`config.mk`:
```
export PLATFORM = sky130hd
export DESIGN_NAME = bytewrite_ram_master_flat
export DESIGN_NICKNAME = d
export VERILOG_FILES = /design/src/rtl/bytewrite_ram_master_if.sv /design/src/rtl/bytewrite_ram_master.sv /design/src/flat_wrapper.sv
export SDC_FILE = /design/constraint.sdc
export NUM_CORES = 1
export LEC_CHECK = 0
export ABC_CLOCK_PERIOD_IN_PS = 2790
export CAP_MARGIN = 20
export CELL_PAD_IN_SITES_DETAIL_PLACEMENT = 0
export CELL_PAD_IN_SITES_GLOBAL_PLACEMENT = 1
export CORE_MARGIN = 2
export CORE_UTILIZATION = 31
export CTS_CLUSTER_SIZE = 10
export DETAILED_ROUTE_END_ITERATION = 10
export DONT_BUFFER_PORTS = 1
export PLACE_DENSITY_LB_ADDON = 0.08
export SLEW_MARGIN = 20
export SYNTH_ARGS = -nofsm -noshare
export SYNTH_HDL_FRONTEND = slang
export SYNTH_SLANG_ARGS = --single-unit
```
`constraint.sdc`:
```
create_clock -name clk -period 2.79 [get_ports clk]
set_input_delay 0.1395 -clock clk [delete_from_list [all_inputs] [get_ports clk]]
set_output_delay 0.1395 -clock clk [all_outputs]
set_load 0.01 [all_outputs]
```
`src/rtl/bytewrite_ram_master_if.sv`:
```
// Request, response and RAM-side signal bundle for bytewrite_ram_master.
// The master modport is the controller's view; slave is the requester/RAM environment.
interface bytewrite_ram_master_if #(
   parameter int AW = 10,
   parameter int NB = 4
);
   logic              req_valid;
   logic              req_ready;
   logic [NB-1:0]     req_we;
   logic [AW-1:0]     req_addr;
   logic [NB*8-1:0]   req_wdata;
   logic              rsp_valid;
   logic              rsp_ready;
   logic [NB*8-1:0]   rsp_rdata;
   logic [NB-1:0]     ram_we;
   logic [AW-1:0]     ram_addr;
   logic [NB*8-1:0]   ram_din;
   logic [NB*8-1:0]   ram_dout;

   modport master (
      input  req_valid, req_we, req_addr, req_wdata, rsp_ready, ram_dout,
      output req_ready, rsp_valid, rsp_rdata, ram_we, ram_addr, ram_din
   );

   modport slave (
      output req_valid, req_we, req_addr, req_wdata, rsp_ready, ram_dout,
      input  req_ready, rsp_valid, rsp_rdata, ram_we, ram_addr, ram_din
   );
endinterface

```
`src/rtl/bytewrite_ram_master.sv`:
```
// Requester-side controller for a 2-cycle-latency byte-write RAM: issues one op per
// cycle and returns read data in order through a credit-guarded response FIFO.
module bytewrite_ram_master_chk #(
   parameter int RSP_DEPTH = 4,
   parameter int CW        = 3
) (
   input logic          clk,
   input logic          rst,
   input logic          push,
   input logic          pop,
   input logic [CW-1:0] count
);
   a_no_overflow: assert property (@(posedge clk) disable iff (rst)
      !(push && (count == CW'(RSP_DEPTH))));
   a_no_underflow: assert property (@(posedge clk) disable iff (rst)
      !(pop && (count == {CW{1'b0}})));
endmodule

module bytewrite_ram_master #(
   parameter int AW        = 10,
   parameter int NB        = 4,
   parameter int RSP_DEPTH = 4
) (
   input logic                   clk,
   input logic                   rst,
   bytewrite_ram_master_if.master bus
);
   localparam int DW = NB * 8;
   localparam int PW = (RSP_DEPTH > 1) ? $clog2(RSP_DEPTH) : 1;
   localparam int CW = PW + 1;

   logic          p1_q, p2_q;
   logic [CW-1:0] count_q, count_d;
   logic [PW-1:0] wr_ptr_q, rd_ptr_q;
   logic [DW-1:0] fifo_q [RSP_DEPTH];

   logic          req_ready_s, fire_s, is_read_s, push_s, pop_s, rsp_valid_s;
   logic [CW:0]   outstanding_s;
   logic [AW-1:0] addr_s;

   // Credits count reads in the RAM pipe plus queued data, so a push always has a slot.
   assign outstanding_s = {1'b0, count_q} + (CW+1)'(p1_q) + (CW+1)'(p2_q);
   assign req_ready_s   = (outstanding_s < (CW+1)'(RSP_DEPTH)) & ~rst;
   assign fire_s        = bus.req_valid & req_ready_s;
   assign is_read_s     = (bus.req_we == {NB{1'b0}});
   assign push_s        = p2_q;
   assign rsp_valid_s   = (count_q != {CW{1'b0}});
   assign pop_s         = rsp_valid_s & bus.rsp_ready;
   assign addr_s        = bus.req_addr;

   assign bus.req_ready = req_ready_s;
   assign bus.rsp_valid = rsp_valid_s;
   assign bus.rsp_rdata = fifo_q[rd_ptr_q];
   assign bus.ram_we    = fire_s ? bus.req_we : {NB{1'b0}};
   assign bus.ram_addr  = addr_s;
   assign bus.ram_din   = bus.req_wdata;

   always_comb begin
      count_d = count_q;
      case ({push_s, pop_s})
         2'b10:   count_d = count_q + CW'(1'b1);
         2'b01:   count_d = count_q - CW'(1'b1);
         default: count_d = count_q;
      endcase
   end

   always_ff @(posedge clk) begin
      if (rst) begin
         p1_q     <= 1'b0;
         p2_q     <= 1'b0;
         count_q  <= {CW{1'b0}};
         wr_ptr_q <= {PW{1'b0}};
         rd_ptr_q <= {PW{1'b0}};
      end else begin
         p1_q    <= fire_s & is_read_s;
         p2_q    <= p1_q;
         count_q <= count_d;
         if (push_s) begin
            fifo_q[wr_ptr_q] <= bus.ram_dout;
            wr_ptr_q         <= wr_ptr_q + PW'(1'b1);
         end else begin
            wr_ptr_q <= wr_ptr_q;
         end
         if (pop_s) begin
            rd_ptr_q <= rd_ptr_q + PW'(1'b1);
         end else begin
            rd_ptr_q <= rd_ptr_q;
         end
      end
   end

   bytewrite_ram_master_chk #(.RSP_DEPTH(RSP_DEPTH), .CW(CW)) u_chk (
      .clk   (clk),
      .rst   (rst),
      .push  (push_s),
      .pop   (pop_s),
      .count (count_q)
   );
endmodule

```
`src/flat_wrapper.sv`:
```
// flat-port wrapper written by rule: the top's interface ports become plain ports
module bytewrite_ram_master_flat 
#(
   parameter int AW        = 10,
   parameter int NB        = 4,
   parameter int RSP_DEPTH = 4
)
  (clk, rst, bus_req_valid, bus_req_we, bus_req_addr, bus_req_wdata, bus_rsp_ready, bus_ram_dout, bus_req_ready, bus_rsp_valid, bus_rsp_rdata, bus_ram_we, bus_ram_addr, bus_ram_din);
  bytewrite_ram_master_if #(.AW(AW), .NB(NB)) bus_i ();
  input logic clk;
  input logic rst;
  input wire logic [$bits(bus_i.req_valid)-1:0] bus_req_valid;
  input wire logic [$bits(bus_i.req_we)-1:0] bus_req_we;
  input wire logic [$bits(bus_i.req_addr)-1:0] bus_req_addr;
  input wire logic [$bits(bus_i.req_wdata)-1:0] bus_req_wdata;
  input wire logic [$bits(bus_i.rsp_ready)-1:0] bus_rsp_ready;
  input wire logic [$bits(bus_i.ram_dout)-1:0] bus_ram_dout;
  output wire logic [$bits(bus_i.req_ready)-1:0] bus_req_ready;
  output wire logic [$bits(bus_i.rsp_valid)-1:0] bus_rsp_valid;
  output wire logic [$bits(bus_i.rsp_rdata)-1:0] bus_rsp_rdata;
  output wire logic [$bits(bus_i.ram_we)-1:0] bus_ram_we;
  output wire logic [$bits(bus_i.ram_addr)-1:0] bus_ram_addr;
  output wire logic [$bits(bus_i.ram_din)-1:0] bus_ram_din;
  assign bus_i.req_valid = bus_req_valid;
  assign bus_i.req_we = bus_req_we;
  assign bus_i.req_addr = bus_req_addr;
  assign bus_i.req_wdata = bus_req_wdata;
  assign bus_i.rsp_ready = bus_rsp_ready;
  assign bus_i.ram_dout = bus_ram_dout;
  assign bus_req_ready = bus_i.req_ready;
  assign bus_rsp_valid = bus_i.rsp_valid;
  assign bus_rsp_rdata = bus_i.rsp_rdata;
  assign bus_ram_we = bus_i.ram_we;
  assign bus_ram_addr = bus_i.ram_addr;
  assign bus_ram_din = bus_i.ram_din;
  bytewrite_ram_master #(.AW(AW), .NB(NB), .RSP_DEPTH(RSP_DEPTH)) u_core (.clk(clk), .rst(rst), .bus(bus_i));
endmodule
```
## Word level (Yosys, flattened, before mapping)

Memory sizes are Yosys's and may differ from the RTL's. A register that Yosys moved wholly into a read port is not among the register bits.
Index checks and enable logic that the tools add are counted.

| word-level totals | value |
|---|---|
| bits of input ports | 82 |
| bits in latches | 0 |
| memory bits (read-only) | 0 |
| bits in writable memories | 128 |
| memories kept | 1 |
| register bits | 9 |
| logic and storage cells | 30 |

Memory list:

| memory | words | width | rd ports | clocked after Yosys merged registers in | wr ports | line | text |
|---|---|---|---|---|---|---|---|
| u_core.fifo_q | 4 | 32 | 1 | 1 | 1 | bytewrite_ram_master.sv:35 | `logic [DW-1:0] fifo_q [RSP_DEPTH];` |

| cells by class | value |
|---|---|
| bitwise gates (word level) | 5 |
| reduce and logical (&&, ||, !) cells | 3 |
| multiplexer cells | 7 |
| shift-type cells | 0 |
| magnitude comparators | 1 |
| $add $sub $neg | 6 |
| equal/unequal tests | 2 |
| divide/modulo/power cells | 0 |
| multiply operators | 0 |

Operator list:

| cell | count |
|---|---|
| case mux 3 bit (2 select lines) | 1 |
| adder 2 x 1 -> 2 bit, second input constant | 2 |
| adder 3 x 1 -> 4 bit | 1 |
| adder 4 x 1 -> 4 bit | 1 |
| bitwise AND 1 bit | 4 |
| logical NOT 4 bit | 1 |
| < comparator 4 x 3 -> 1 bit, second input constant | 1 |
| 2-to-1 mux 2 bit | 2 |
| 2-to-1 mux 4 bit | 1 |
| adder 3 x 1 -> 3 bit, second input constant | 1 |
| 2-to-1 mux 1 bit | 3 |
| nonzero test 3 bit | 1 |
| subtractor 3 x 1 -> 3 bit, second input constant | 1 |
| == test 2 x 1 -> 1 bit, second input constant | 1 |
| == test 2 bit, second input constant | 1 |
| nonzero test 2 bit | 1 |
| NOT 1 bit | 1 |

## Depth between registers and ports, before layout

| logic depth | value |
|---|---|
| depth in word-level cells | 6 |
| mapped depth | 7 |

## Least setup slack after synthesis

No wires, ideal clock.

| path | value |
|---|---|
| path kind | reg2reg |
| from | register u_core.p2_q |
| to | memory u_core.fifo_q[0][0] in the netlist's numbering, enable pin |
| library setup time | 392 ps |
| slack | 983 ps |
| arrival time | 1415 ps |
| required time | 2398 ps |
| buffers on the path | 0 |
| stages on the path, launching flop included | 4 |
| cell sequence | dfxtp_1 -> inv_1 -> nor2_1 -> and2_1 |

| on the way | value |
|---|---|
| cells in the longest elaborated chain, start to end | 3 |

RTL lines:

| item | line | text |
|---|---|---|
| start: declaration | bytewrite_ram_master.sv:32 | `logic p1_q, p2_q;` |
| start signal: assignment | bytewrite_ram_master.sv:76 | `p2_q <= p1_q;` |
| 2-to-1 mux 1 bit | bytewrite_ram_master.sv:78 | `if (push_s) begin` |
| 2-to-1 mux 1 bit | bytewrite_ram_master.sv:68 | `if (rst) begin` |
| 2-to-1 mux 1 bit (not written as such) | bytewrite_ram_master.sv:79 | `fifo_q[wr_ptr_q] <= bus.ram_dout;` |
| end: declaration | bytewrite_ram_master.sv:35 |  |

Every way passes these cells.

==> results_dict.tcl <==
set metrics [dict create \
    status "finished clean" \
    clock_latency_ns 0.40 \
    rsz0062_at_grt "false" \
    grt_overflow 0 \
    die_w_um 138 \
    routed_wl_mm 10.3 \
    crit_chain "buf_12 -> mux4_1" \
    peakVddDrop_v 0.000418 \
    numPortBuffers 0 \
    finalSetupViolCount 0 \
    period_minus_slack_ns 2.18 \
    drcViolationCount 0 \
    syn_nets 358 \
    multi_input_area_um2 1050 \
    dr.pass1.iters 4 \
    grt_first_pass_wirelength_mm 15.3 \
    core-area_um2 17400 \
    synthTopCellsByCount "128 x edfxtp_1, 42 x buf_4, 30 x mux4_2, 11 x dfxtp_1, 9 x nor2_1" \
    relSlewSlack_pct 58.9 \
    register_area_um2 4070 \
    ys.flop_type "edfxtp_1" \
    slew_viol_final 0 \
    synth_seq_cells 139 \
    startpoint_type "register" \
    ant_nets 0 \
    initial_core_util_pct 31.9 \
    die_area_um2 18900 \
    hold_ws_ns 0.0813 \
    gp_congestion 0.704 \
    cpPeakStageDelay_ns 0.72 \
    antenna_cells 0 \
    ys_types 27 \
    row_count 48 \
    grt_pass1_vias 2567 \
    clock-sinks 139 \
    synth.most_common_cell "edfxtp_1" \
    yosysSeqAreaShare_pct 73.4 \
    max_freq_mhz 458 \
    tns_ns 0 \
    synth_top_area_share_pct 69.4 \
    hold_path_class "in -> reg" \
    period_share_pct 78.2 \
    tightest_slew_ns 0.617 \
    drive_above_1_share_pct 24.1 \
    power.total_mw 4.35 \
    crit_fanout 15 \
    synth_top_cell_by_area "edfxtp_1" \
    first_iter_violations 76 \
    cts_buffers 17 \
    dp_hpwl_mm 6.18 \
    critical_path_class "reg -> out" \
    fin_skew_ns 0.00546 \
    worstPathArrival_ns 2.04 \
    routedWlPerCell_um 19.7 \
    root_buffer "clkbuf_16" \
    grt_usage_pct 11.6 \
    synth.avg_cell_area_um2 20.6 \
    netlist_area_um2 5540 \
    fillers 1597 \
    end_kind "output pin" \
    clockBufferDepth 2 \
    h-tree-depth 4 \
    synth_edf_count 128 \
    fin_nets 371 \
    grt_max_degree 22 \
    cts.reportedPaths.clkPinSlew_ns 0.05 \
    cts_tree "built" \
    syn_inst 269 \
    power.leakage_nw 2.02 \
    ioPinCount 162 \
    viasPerCell 4.61 \
    required_ns 2.65 \
    async_flop_share_pct 0 \
    num_vias 2392 \
    power_density_nw_per_um2 679 \
    yosysWarningCount 0 \
    die_h_um 138 \
    antenna_found_initial 0 \
    crit_path_top_delay_cell "dfxtp_2" \
    syn_to_final_growth_pct 15.7 \
    hold_viol 0 \
    ys_top_cells_by_area "edfxtp_1 69%, mux4_2 12%, buf_4 5.7%, dfxtp_1 4.0%, ha_1 1.4%" \
    maxCapViolations 0 \
]
[layout by cell type (no fill, tap or decap), types with 2 or more instances in the layout]
cell	count
mux4_1	2
or3_1	2
and2_2	4
inv_1	6
clkbuf_16	17
dlygate4sd3_1	35
xnor2_1	2
buf_12	4
buf_4	5
clkinv_2	5
ha_1	6
dfxtp_2	2
and3_1	5
a21oi_1	2
edfxtp_1	128
dfxtp_1	9
clkbuf_1	5
nor2_1	9
xor2_1	3
mux4_2	30
[worst paths after layout]
check | start | slack [ns] | end | cells after the start
setup / recovery | register | 0.61 | bus_rsp_rdata[31] | 2
hold / removal | bus_rsp_ready | 0.08 | u_core.rd_ptr_q[0] | 3
setup reg to reg | u_core.count_q[0] | 0.65 | u_core.p1_q | 5
hold reg to reg | u_core.p1_q | 0.47 | u_core.p2_q | 1
[per-stage QoR]
| stage | area (um2) | utilization [%] | std cells | worst slack, ns |
|---|---|---|---|---|
| after floorplan | 5540 | - | 269 | 0.983 |
| after global placement | 5540 | 31.9 | 453 | 0.910 |
| after detailed placement | 5540 | 31.9 | 453 | 0.893 |
| after CTS | 6410 | 36.9 | 519 | 0.520 |
| after global routing | 6410 | 36.9 | 519 | 0.448 |
| final | 6410 | 36.9 | 519 | 0.608 |
[final cells by class]
type | instances | share of cell area, %
clock inverters | 9 | 1.17
well taps | 225 | 4.39
clock buffers | 22 | 6.93
inverters | 6 | 0.351
multi-input cells | 74 | 16.4
repair buffers | 44 | 7.30
flip-flops and latches | 139 | 63.5
[worst max-delay path, delay by kind of cell, from the launching register on]
family / cells / cell delay [ns]
buf+inv: 1 / 0.26
flops: 1 / 0.72
mux: 1 / 0.65
[registers in the layout, summed over array words and instances (netlist names), named ones only]
register         count
u_core.wr_ptr_q      2
u_core.fifo_q      128
u_core.p1_q          1
u_core.rd_ptr_q      2
u_core.p2_q          1
u_core.count_q       3
[cells by family after synthesis]
kind of cell / after synthesis / share of synthesized area (%)
adders and majority gates: 7 / 1.72
and+or+nand+nor: 22 / 2.08
xor gates and xnor gates: 5 / 0.791
DFF: 139 / 73.4
buffers and inverters: 56 / 7.73
muxes: 33 / 13.3
AOI/OAI and AO/OA: 7 / 0.949
[where the power goes]
| part | switching (mW) | internal (mW) |
|---|---|---|
| Clock | 0.779 | 1.21 |
| Combinational | 0.0400 | 0.0455 |
| Sequential | 0.00325 | 2.28 |
[per-layer routing]
layer | GRT usage [%] | wire [um]
met1 | 14.0 | 4440
met2 | 17.8 | 4980
met3 | 4.89 | 644
met4 | 5.73 | 188
met5 | 0 | 0
[repair_timing]
action                    in CTS  in global routing
gates resized for setup        0                  0
hold buffers                  35                  0
setup buffers                  0                  0
hold endpoints to repair     139                  0
Note: power is estimated with default switching activity, not from simulation.
